`config.mk`:
```
export PLATFORM = sky130hd
export DESIGN_NAME = binary_div_26_13_seq
export DESIGN_NICKNAME = d
export VERILOG_FILES = /design/src/rtl/binary_div_pkg.sv /design/src/rtl/binary_div_step.sv /design/src/rtl/binary_div_26_13_seq.sv
export SDC_FILE = /design/constraint.sdc
export NUM_CORES = 1
export LEC_CHECK = 0
export CAP_MARGIN = 20
export CORE_ASPECT_RATIO = 0.8
export CORE_MARGIN = 4
export CORE_UTILIZATION = 54
export CTS_CLUSTER_SIZE = 28
export DETAILED_ROUTE_END_ITERATION = 10
export GPL_TIMING_DRIVEN = 0
export PLACE_DENSITY = 0.91
export SLEW_MARGIN = 0
export SYNTH_ARGS = -nofsm -noshare
export SYNTH_HDL_FRONTEND = slang
export SYNTH_SLANG_ARGS = --single-unit
```
`constraint.sdc`:
```
create_clock -name clk -period 4.65 [get_ports clk]
set_input_delay 0.93 -clock clk [delete_from_list [all_inputs] [get_ports clk]]
set_output_delay 0.93 -clock clk [all_outputs]
set_load 0.02 [all_outputs]
```
`src/rtl/binary_div_pkg.sv`:
```
// Shared widths, FSM encoding and constants for the 26/13 sequential restoring divider.
package binary_div_pkg;

  localparam int N_W   = 26;
  localparam int D_W   = 13;
  localparam int ITERS = 13;
  localparam int CNT_W = 4;

  localparam logic [CNT_W-1:0] CNT_LAST = CNT_W'(ITERS - 1);
  localparam logic [D_W-1:0]   Q_ERR    = 13'h1FFF;

  typedef enum logic [1:0] {
    IDLE = 2'd0,
    CALC = 2'd1,
    DONE = 2'd2
  } state_t;

endpackage

```
`src/rtl/binary_div_step.sv`:
```
// One restoring-division iteration: shift the next dividend bit into the partial
// remainder and subtract the divisor when the trial value is large enough.
module binary_div_step
  import binary_div_pkg::*;
(
  input  logic [D_W-1:0] rem_i,
  input  logic           bit_i,
  input  logic [D_W-1:0] div_i,
  output logic [D_W-1:0] rem_o,
  output logic           q_bit_o
);

  logic [D_W:0] trial;

  // The incoming remainder is always below the divisor, so the result fits in D_W bits.
  always_comb begin
    trial   = {rem_i, bit_i};
    q_bit_o = (trial >= {1'b0, div_i});
    rem_o   = q_bit_o ? D_W'(trial - {1'b0, div_i}) : trial[D_W-1:0];
  end

endmodule

```
`src/rtl/binary_div_26_13_seq.sv`:
```
// Sequential 26/13 unsigned restoring divider, one quotient bit per enabled clock.
// Define BINARY_DIV_REM_EN to export the remainder on R; otherwise R is tied to zero.
module binary_div_26_13_seq
  import binary_div_pkg::*;
(
  input  logic             clk,
  input  logic             rst_n,
  input  logic             en,
  input  logic             start,
  input  logic [N_W-1:0]   N,
  input  logic [D_W-1:0]   D,
  output logic [D_W-1:0]   Q,
  output logic [D_W-1:0]   R,
  output logic             busy,
  output logic             done,
  output logic             div_by_zero,
  output logic             overflow
);

  state_t           state_q, state_d;
  logic [CNT_W-1:0] cnt_q, cnt_d;
  logic [D_W-1:0]   q_out_q, q_out_d;
  logic             dbz_q, dbz_d;
  logic             ovf_q, ovf_d;

  logic [D_W-1:0]   rem_q, rem_d;
  logic [D_W-1:0]   div_q, div_d;
  logic [D_W-1:0]   nlo_q, nlo_d;
  logic [D_W-2:0]   qw_q, qw_d;

  logic [D_W-1:0]   step_rem;
  logic             step_qbit;

`ifdef BINARY_DIV_REM_EN
  logic [D_W-1:0]   r_out_q, r_out_d;
`endif

  binary_div_step u_step (
    .rem_i   (rem_q),
    .bit_i   (nlo_q[D_W-1]),
    .div_i   (div_q),
    .rem_o   (step_rem),
    .q_bit_o (step_qbit)
  );

  always_comb begin
    state_d = state_q;
    cnt_d   = cnt_q;
    q_out_d = q_out_q;
    dbz_d   = dbz_q;
    ovf_d   = ovf_q;
    rem_d   = rem_q;
    div_d   = div_q;
    nlo_d   = nlo_q;
    qw_d    = qw_q;
`ifdef BINARY_DIV_REM_EN
    r_out_d = r_out_q;
`endif
    if (en) begin
      unique case (state_q)
        IDLE: begin
          if (start) begin
            div_d = D;
            nlo_d = N[D_W-1:0];
            rem_d = N[N_W-1:D_W];
            qw_d  = '0;
            cnt_d = '0;
            dbz_d = 1'b0;
            ovf_d = 1'b0;
            if (D == '0) begin
              state_d = DONE;
              dbz_d   = 1'b1;
              q_out_d = Q_ERR;
`ifdef BINARY_DIV_REM_EN
              r_out_d = N[D_W-1:0];
`endif
            end else if (N[N_W-1:D_W] >= D) begin
              // Quotient would need more than D_W bits.
              state_d = DONE;
              ovf_d   = 1'b1;
              q_out_d = Q_ERR;
`ifdef BINARY_DIV_REM_EN
              r_out_d = '0;
`endif
            end else begin
              state_d = CALC;
            end
          end
        end
        CALC: begin
          rem_d = step_rem;
          nlo_d = {nlo_q[D_W-2:0], 1'b0};
          qw_d  = {qw_q[D_W-3:0], step_qbit};
          cnt_d = cnt_q + 1'b1;
          if (cnt_q == CNT_LAST) begin
            state_d = DONE;
            cnt_d   = '0;
            q_out_d = {qw_q, step_qbit};
`ifdef BINARY_DIV_REM_EN
            r_out_d = step_rem;
`endif
          end
        end
        DONE: begin
          state_d = IDLE;
        end
        default: begin
          state_d = IDLE;
        end
      endcase
    end
  end

  always_ff @(posedge clk or negedge rst_n) begin
    if (!rst_n) begin
      state_q <= IDLE;
      cnt_q   <= '0;
      q_out_q <= '0;
      dbz_q   <= 1'b0;
      ovf_q   <= 1'b0;
    end else begin
      state_q <= state_d;
      cnt_q   <= cnt_d;
      q_out_q <= q_out_d;
      dbz_q   <= dbz_d;
      ovf_q   <= ovf_d;
    end
  end

`ifdef BINARY_DIV_REM_EN
  always_ff @(posedge clk or negedge rst_n) begin
    if (!rst_n) begin
      r_out_q <= '0;
    end else begin
      r_out_q <= r_out_d;
    end
  end
  assign R = r_out_q;
`else
  assign R = '0;
`endif

  // Working datapath carries no reset; it is fully reloaded on every accept.
  always_ff @(posedge clk) begin
    rem_q <= rem_d;
    div_q <= div_d;
    nlo_q <= nlo_d;
    qw_q  <= qw_d;
  end

  assign Q           = q_out_q;
  assign busy        = (state_q != IDLE);
  assign done        = (state_q == DONE);
  assign div_by_zero = dbz_q;
  assign overflow    = ovf_q;

endmodule

```
==> results of run 1 <==
==> metrics by stage <==
| step | area (sq um) | hold WS (ns) | worst slack (ns) |
|---|---|---|---|
| 6_report | 5250 | 0.513 | 1.64 |
| 5_1_grt | 5250 | 0.534 | 1.53 |
| 4_1_cts | 5230 | 0.521 | 1.71 |
| 3_5_place_dp | 5020 | 0.496 | 1.35 |
| 3_3_place_gp | 5000 | 0.487 | 0.788 |
| 2_1_floorplan | 4280 | 0.478 | 1.87 |
==> cells in the mapped netlist, drive strengths merged (2+ instances only) <==
master / n
a211o: 2
a211oi: 2
a21o: 5
a21oi: 20
a31oi: 10
a41oi: 2
and2: 13
and3: 2
buf: 23
clkbuf: 6
dfrtp: 21
edfxtp: 51
ha: 28
inv: 47
mux2: 2
mux2i: 13
nand2: 57
nand3: 18
nand4: 4
nor2: 33
nor2b: 7
nor3: 4
nor4: 2
o211a: 2
o211ai: 3
o21a: 2
o21ai: 19
o221ai: 2
o311a: 2
o311ai: 2
o31ai: 2
or3: 3
xnor2: 3
xor2: 5
==> sequential cells by signal, summed over array words and instances, names as in the netlist <==
name	count
Q	13
nlo_q	13
div_by_zero	1
rem_q	13
div_q	13
qw_q	12
state_q	2
overflow	1
cnt_q	4
==> layer usage <==
layer / global-route usage / up-vias
met1: 0.306 / 1679
met3: 0.0511 / 40
met4: 0.107 / 0
li1: - / 1627
met5: 0 / -
met2: 0.406 / 218
==> worst min-delay path by stage <==
stage	end	slack, ns	depth (start not counted)
finish	overflow	0.51	1
global route	nlo_q[5]	0.53	2
detailed placement	overflow	0.50	1
global placement	nlo_q[5]	0.49	2
floorplan	cnt_q[2]	0.48	1
CTS	nlo_q[5]	0.52	2
==> logic make-up (layout without fill, tap and decap cells) <==
| group | after synthesis | count (layout) | synth area share |
|---|---|---|---|
| AOI/OAI and AO/OA | 80 | 80 | 0.131 |
| xor gates and xnor gates | 8 | 8 | 0.0166 |
| adders and majority gates | 29 | 29 | 0.0875 |
| buffers and inverters | 76 | 153 | 0.0849 |
| DFF | 72 | 72 | 0.486 |
| muxes | 15 | 15 | 0.0361 |
| other | 1 | 13 | 0.000886 |
| and+or+nand+nor | 145 | 145 | 0.157 |
==> power groups by stage <==
stage          registers, uW  logic [uW]  clock network, uW
2_1_floorplan            992         534                  0
3_3_place_gp             940         875                  0
3_5_place_dp             946         932                  0
4_1_cts                  934         945                539
5_1_grt                  950        1040                566
6_report                 937         960                535
==> area by class of cell <==
class                      count  area [sq um]
inverter                      47           176
tap                          105           131
multi-input combinational    290          1860
clock inverter                 5          63.8
sequential                    72          2060
buffer                        29           183
timing repair buffer          61           626
fill                         536          2250
clock buffer                  11           151
==> worst reg2reg max path: cells and delay by family (launching register included) <==
family	cells	cell delay, ns
compound gates	4	0.94
fa+ha+maj	2	0.64
buf+inv	2	0.30
flops	1	0.35
simple gates	2	0.29
==> results.cfg, run 1 <==
[critical_path]
critPathKind = input port to flop
ff2ff_setup_slack_ns = 1.84
cp.required_ns = 4.88
cp.arrival_ns = 3.25
critPathLaunch = D[10]
slowest_delay_ns = 0.51
crit_buf_inv = 4
crit_slowest_cell = clkdlybuf4s50_1
reg2reg_depth = 10
path_delay_family = compound AO/OA/AOI/OAI gates
cp_max_fo = 10
crit_path_end = state_q[1]
endpoint_kind = flop
r2r-start = nlo_q[12]
worst-path-stages = 11
critPathLaunchType = input port
cp_common_cell = a21oi_1
crit_chain = clkdlybuf4s50_1 > inv_1 > ha_1 > a21oi_1 > o21ai_0 > a21oi_1 > o21ai_1 > o311a_1 > buf_2 > buf_6 > o21bai_1
reg2reg_to = rem_q[1]

[synth]
synthDominantCellAreaShare = 0.362
synth_top_area_cell = edfxtp_1
synth-edff-count = 51
syn_avg_cell_area_sq_um = 9.93
synth.cell_area_sq_um = 4230
synth_flop_cell = edfxtp_1
synth_seq_cells = 72
synthCells = 426
ys_types = 58
seq_area_frac_synth = 0.486
ys_warn_count = 0
synth.area.top_cells = edfxtp_1 36%, dfrtp_1 12%, ha_1 8.3%, nand2_1 5.1%, inv_1 4.2%
synthArstFlopShare = 0.292

[run_status]
status = finished clean

[sta]
fin_skew_ns = 0.00883
rsz0062_at_grt = no
fin_setup_tns_ns = 0
fmax_mhz = 332
min_period_over_period = 0.648
min_period_ns = 3.01
worst_slew_pin_slew_ns = 0.635
setup_viol = 0
finalMaxSlewViolations = 0
maxSlewHeadroom = 0.576
hold_violations = 0

[power]
p_seq_frac = 0.385
p_total_uw = 2430
pwr-share-comb = 0.395
p_clk_frac = 0.220
switching_share = 0.370
peakVddDrop_mv = 0.387
power.switching_uw = 900
p_int_uw = 1530
power_density_nw_per_um2 = 463
leakage_uw = 0.00230

[floorplanning]
initial_core_util = 0.564
core_sq_um = 7500
core.rowCount = 28
die_area_sq_um = 9330
ios = 73
die_y_um = 87.2
die_w_um = 107

[finish]
nNetsFinal = 582
utilization = 0.700
area_growth_pct = 24.0
drive_gt1_frac = 0.105
stdcell_count = 620
mostFrequentLayoutCell = clkdlybuf4s50_1
final_cell_mix = 59 x clkdlybuf4s50_1, 57 x nand2_1, 51 x edfxtp_1, 47 x inv_1, 32 x nor2_1
diodes = 0

[clock_tree]
clockBufferDepth = 2
cts.sinks = 72
post_cts_buffers = 0
cts-htree-levels = 3
hold_buffers = 0
cts_tree = built
cts.repair.resized = 0
clock_latency_ns = 0.35
cts_buffers = 9
clk_pin_slew_ns = 0.07
cts-root-buf = clkbuf_8

[drt]
route.vias.total = 3564
detail-route-antenna-nets = 0
wl_um = 11000
wl_met2_um = 5350
met3WireLength_um = 942
drcViolationCount = 0
dr.pass1.iters = 5
wl_per_cell_um = 17.8
wl_met1_um = 4380
dr.max_layer_used = met4
drt_iter0_markers = 360
vias_per_cell = 5.75

[global_route]
grt_first_pass_wirelength_um = 17400
grt_usage = 0.242
grt_antenna_before_repair = 0
grt_max_degree = 37
grt_overflow_total = 0
grt_pass1_vias = 3477

[placement]
hpwl_um = 8070
gp_congestion = 0.923
dp.cells = 603
port_buffers = 59

[hold_path]
worst_hold_startpoint = overflow
min_path_type = flop to flop

[job]
max_cap_violations = 0
Power figures use the tool's default switching activity.
==> run 2, diff against run 1 <==
CORE_UTILIZATION = 48   (was 54)
PLACE_DENSITY = 0.86   (was 0.91)
clock period = 2.55 ns   (was 4.65 ns; I/O delays follow)
==> run 2 against run 1 <==
The run now ends with setup timing left. Sequential power is 81% higher. Sequential share of layout area shrank 0.83 points. Worst hold slack lost 0.049 ns. Global-route usage shrank 3.2 points. Die area increased by 11%. Via count increased by 2.4%. Critical path type is now flop to flop. Highest routed layer unchanged.
==> results.cfg, run 2 (synthesis results as in run 1) <==
[run_status]
status = finished with violations
violations = setup timing

[finish]
final_cell_mix = 57 x nand2_1, 57 x clkdlybuf4s50_1, 51 x edfxtp_1, 47 x inv_1, 32 x nor2_1
n_fill_cell = 627
utilization = 0.629
nNetsFinal = 586
stdcell_count = 631
drive_gt1_frac = 0.129
diodes = 0
area_growth_pct = 26.7

[sta]
fin_skew_ns = 0.00954
fmax_mhz = 387
min_period_over_period = 1.01
setup_viol = 8
maxSlewHeadroom = 0.341
rsz0062_at_grt = yes
fin_ws_ns = -0.0371
finalMaxSlewViolations = 0
hold_violations = 0
min_period_ns = 2.59
fin_setup_tns_ns = -0.123
worst_slew_pin_slew_ns = 0.985

[floorplanning]
ios = 73
core.rowCount = 30
die_w_um = 113
core_sq_um = 8520
initial_core_util = 0.497
die_area_sq_um = 10400
die_y_um = 92.0

[placement]
port_buffers = 59
dp.cells = 610
hpwl_um = 8020
dpl_worst_slack_ns = -0.450
gp_congestion = 0.936

[critical_path]
crit_slowest_cell = edfxtp_1
crit_chain = ha_2 > fa_2 > nand2b_4 > a211o_4 > a21oi_4 > o311a_4 > nor3_1 > o31a_1
cp_max_fo = 3
path_delay_family = compound AO/OA/AOI/OAI gates
critPathKind = flop to flop
cp.arrival_ns = 2.70
crit_buf_inv = 0
endpoint_kind = flop
critPathLaunchType = flop
cp.required_ns = 2.66
slowest_delay_ns = 0.40

[drt]
drcViolationCount = 0
drt_iter0_markers = 415
dr.max_layer_used = met4
wl_per_cell_um = 18.2
wl_met1_um = 4440
route.vias.total = 3648
wl_um = 11500
dr.pass1.iters = 6
wl_met2_um = 5540
detail-route-antenna-nets = 0
met3WireLength_um = 1000
vias_per_cell = 5.78

[clock_tree]
clockBufferDepth = 2
cts_tree = built
cts-root-buf = clkbuf_8
cts.sinks = 72
clk_pin_slew_ns = 0.08
cts_buffers = 9
cts-htree-levels = 3
hold_buffers = 0
clock_latency_ns = 0.36

[global_route]
grt_first_pass_wirelength_um = 17300
grt_usage = 0.210
grt_antenna_before_repair = 0
grt_overflow_total = 0
grt_max_degree = 37
grt_pass1_vias = 3442

[power]
peakVddDrop_mv = 0.626
p_total_uw = 4450
leakage_uw = 0.00233
power_density_nw_per_um2 = 830

[hold_path]
min_path_type = input port to flop

[job]
max_cap_violations = 0
-- run 2: cell types whose count changed in the layout (fill, tap and decap cells not counted), sizes merged --
cell	delta
dlygate4sd2	+1
dlymetal6s2s	+1
buf	+3
clkdlybuf4s50	-2
inv	+1
bufinv	-1
clkbuf	+1
-- run 2: per-stage QoR --
stage / area [sq um] / hold WS, ns
after CTS: 5270 / 0.525
after detailed placement: 5030 / 0.500
after global routing: 5360 / 0.453
after global placement: 5010 / 0.489
after floorplan: 4280 / 0.214
final: 5360 / 0.464
-- run 2: routing by layer --
metal / up-vias / global-route usage
li1: 1629 / -
met1: 1700 / 0.267
met2: 253 / 0.354
met3: 66 / 0.0330
met4: 0 / 0.0961
met5: - / 0
-- run 2: path summary, 6_finish.rpt --
path | depth (start not counted) | start | to | slack [ns]
worst max-delay path | 8 | div_q[0] | rem_q[0] | -0.04
worst min-delay path | 1 | D[12] | div_q[12] | 0.46
worst max register to register | 8 | div_q[0] | rem_q[0] | -0.04
worst min register to register | 2 | nlo_q[4] | nlo_q[5] | 0.52
max in group asynchronous | 1 | rst_n | div_by_zero | 1.26
min in group asynchronous | 1 | rst_n | Q[10] | 0.69
-- run 2: worst reg2reg max path: stages, from the launching register on --
cell	delay, ns
edfxtp_1	0.40
ha_2	0.22
fa_2	0.36
nand2b_4	0.17
a211o_4	0.36
a21oi_4	0.22
o311a_4	0.27
nor3_1	0.07
o31a_1	0.27
-- run 2: cell type report --
type	count	area, sq um	area share
repair buffers	66	678	0.126
clock buffers	11	163	0.0303
plain buffers	28	185	0.0345
well taps	112	140	0.0261
flip-flops and latches	72	2060	0.384
clock inverters	5	36.3	0.00677
inverters	47	176	0.0329
multi-input cells	290	1930	0.359
-- run 2: where the power goes --
group | switching [uW] | internal, uW | total [uW]
registers | 136 | 1570 | 1700
logic | 1080 | 753 | 1830
clock network | 475 | 443 | 918
total | 1690 | 2760 | 4450
-- run 2: repair_timing --
action / CTS / global route
resized for setup: 7 / 12
pin swaps: 4 / 5
buffers inserted: 2 / 2
gates cloned: 1 / 1
setup endpoints to repair: 24 / 24
==> run 3, diff against run 2 <==
PLACE_DENSITY = 0.87   (was 0.86)
==> run 3 against run 2 <==
The flow still finishes with violations (setup timing). First-iteration DRC count shrank 24%. Cell area barely moved. Utilization hardly changed. Count of clock-buffer cells in the layout unchanged. Critical path depth grew 1. Register-to-register slack got worse by 0.04 ns. Fmax is 1.6% lower. Flip-flop and latch count unchanged. Non-clock buffer count shrank 2. Clock skew fell by 0.0015 ns. Largest cell class unchanged.
==> results.cfg, run 3 (synthesis results as in run 1) <==
[run_status]
status = finished with violations
violations = setup timing

[finish]
drive_gt1_frac = 0.126
nNetsFinal = 584
fin_area_sq_um = 5360
utilization = 0.630
final_cell_mix = 58 x clkdlybuf4s50_1, 57 x nand2_1, 51 x edfxtp_1, 47 x inv_1, 32 x nor2_1
n_fill_cell = 634
stdcell_count = 629
area_growth_pct = 26.8
mostFrequentLayoutCell = clkdlybuf4s50_1
diodes = 0

[critical_path]
r2r-start = div_q[0]
endpoint_kind = flop
critPathLaunch = div_q[0]
critPathKind = flop to flop
reg2reg_depth = 9
cp.arrival_ns = 2.69
critPathLaunchType = flop
cp_max_fo = 7
cp.required_ns = 2.61

[floorplanning]
die_area_sq_um = 10400
die_w_um = 113
ios = 73
core_sq_um = 8520
die_y_um = 92.0
initial_core_util = 0.497
core.rowCount = 30

[clock_tree]
clockBufferDepth = 2
cts_buffers = 9
cts.sinks = 72
clk_pin_slew_ns = 0.07
cts_tree = built
cts-root-buf = clkbuf_8
cts-htree-levels = 3
clock_latency_ns = 0.35

[global_route]
grt_pass1_vias = 3544
grt_overflow_total = 0
grt_max_degree = 34
grt_antenna_before_repair = 0
grt_first_pass_wirelength_um = 17700
grt_usage = 0.215

[drt]
dr.pass1.iters = 5
wl_um = 11100
drt_iter0_markers = 315
route.vias.total = 3538
drcViolationCount = 0
detail-route-antenna-nets = 0
wl_per_cell_um = 17.6
vias_per_cell = 5.62

[hold_path]
min_path_type = input port to async pin

[sta]
worst_slew_pin_slew_ns = 0.643
holdWs_ns = 0.344
maxSlewHeadroom = 0.572
fin_ws_ns = -0.0788
rsz0062_at_grt = yes
min_period_ns = 2.63
hold_violations = 0
min_period_over_period = 1.03
setup_viol = 11
finalMaxSlewViolations = 0
fin_skew_ns = 0.00800
fmax_mhz = 380
fin_setup_tns_ns = -0.523

[job]
max_cap_violations = 0

[placement]
gp_congestion = 0.889
place_area_sq_um = 5030
port_buffers = 59
hpwl_um = 7690
dp.cells = 610

[power]
leakage_uw = 0.00232
power_density_nw_per_um2 = 825
peakVddDrop_mv = 0.511
## run 3: layer usage
metal / vias up / global-route usage / wire [um]
li1: 1631 / - / -
met1: 1660 / 0.279 / 4320
met2: 210 / 0.343 / 5370
met3: 37 / 0.0574 / 991
met4: 0 / 0.0881 / 402
met5: - / 0 / 0
## run 3: worst max-delay path: stages, from the launching register on
cell	delay, ns
edfxtp_1	0.44
ha_4	0.20
fa_2	0.39
nand2b_4	0.16
a211o_4	0.37
a21oi_4	0.23
o311ai_4	0.16
buf_6	0.19
nand3_2	0.10
a31oi_4	0.10
## run 3: what timing repair did
item | in CTS | in global routing
pin swaps | 3 | 12
hold buffers | 0 | 0
hold endpoints to repair | 0 | 0
setup endpoints to repair | 24 | 25
gates resized for setup | 6 | 17
buffers inserted | 0 | 2
cloned | 1 | 0
## run 3: final timing paths
path	endpoint	slack (ns)
setup / recovery	rem_q[1]	-0.08
hold / removal	Q[12]	0.34
setup reg to reg	rem_q[1]	-0.08
hold reg to reg	nlo_q[1]	0.51
max in group asynchronous	state_q[0]	1.84
min in group clk	nlo_q[1]	0.51
## run 3: power breakdown
| part | internal (uW) | switching, uW |
|---|---|---|
| Clock | 452 | 440 |
| Combinational | 750 | 1070 |
| Sequential | 1570 | 140 |
## run 3: metrics by stage
stage / total power (uW) / setup WS [ns]
2_1_floorplan: 2780 / 0.101
3_3_place_gp: 3320 / -0.889
3_5_place_dp: 3400 / -0.447
4_1_cts: 4310 / 0.0137
5_1_grt: 4680 / -0.147
6_report: 4420 / -0.0788
## run 3: layout make-up
cell class | count | area [sq um] | share of cell area
Sequential cell | 72 | 2060 | 0.383
Multi-Input combinational cell | 290 | 1960 | 0.366
Timing Repair Buffer | 64 | 657 | 0.122
Buffer | 28 | 185 | 0.0345
Inverter | 47 | 176 | 0.0329
Tap cell | 112 | 140 | 0.0261
Clock buffer | 11 | 131 | 0.0245
Clock inverter | 5 | 55.1 | 0.0103
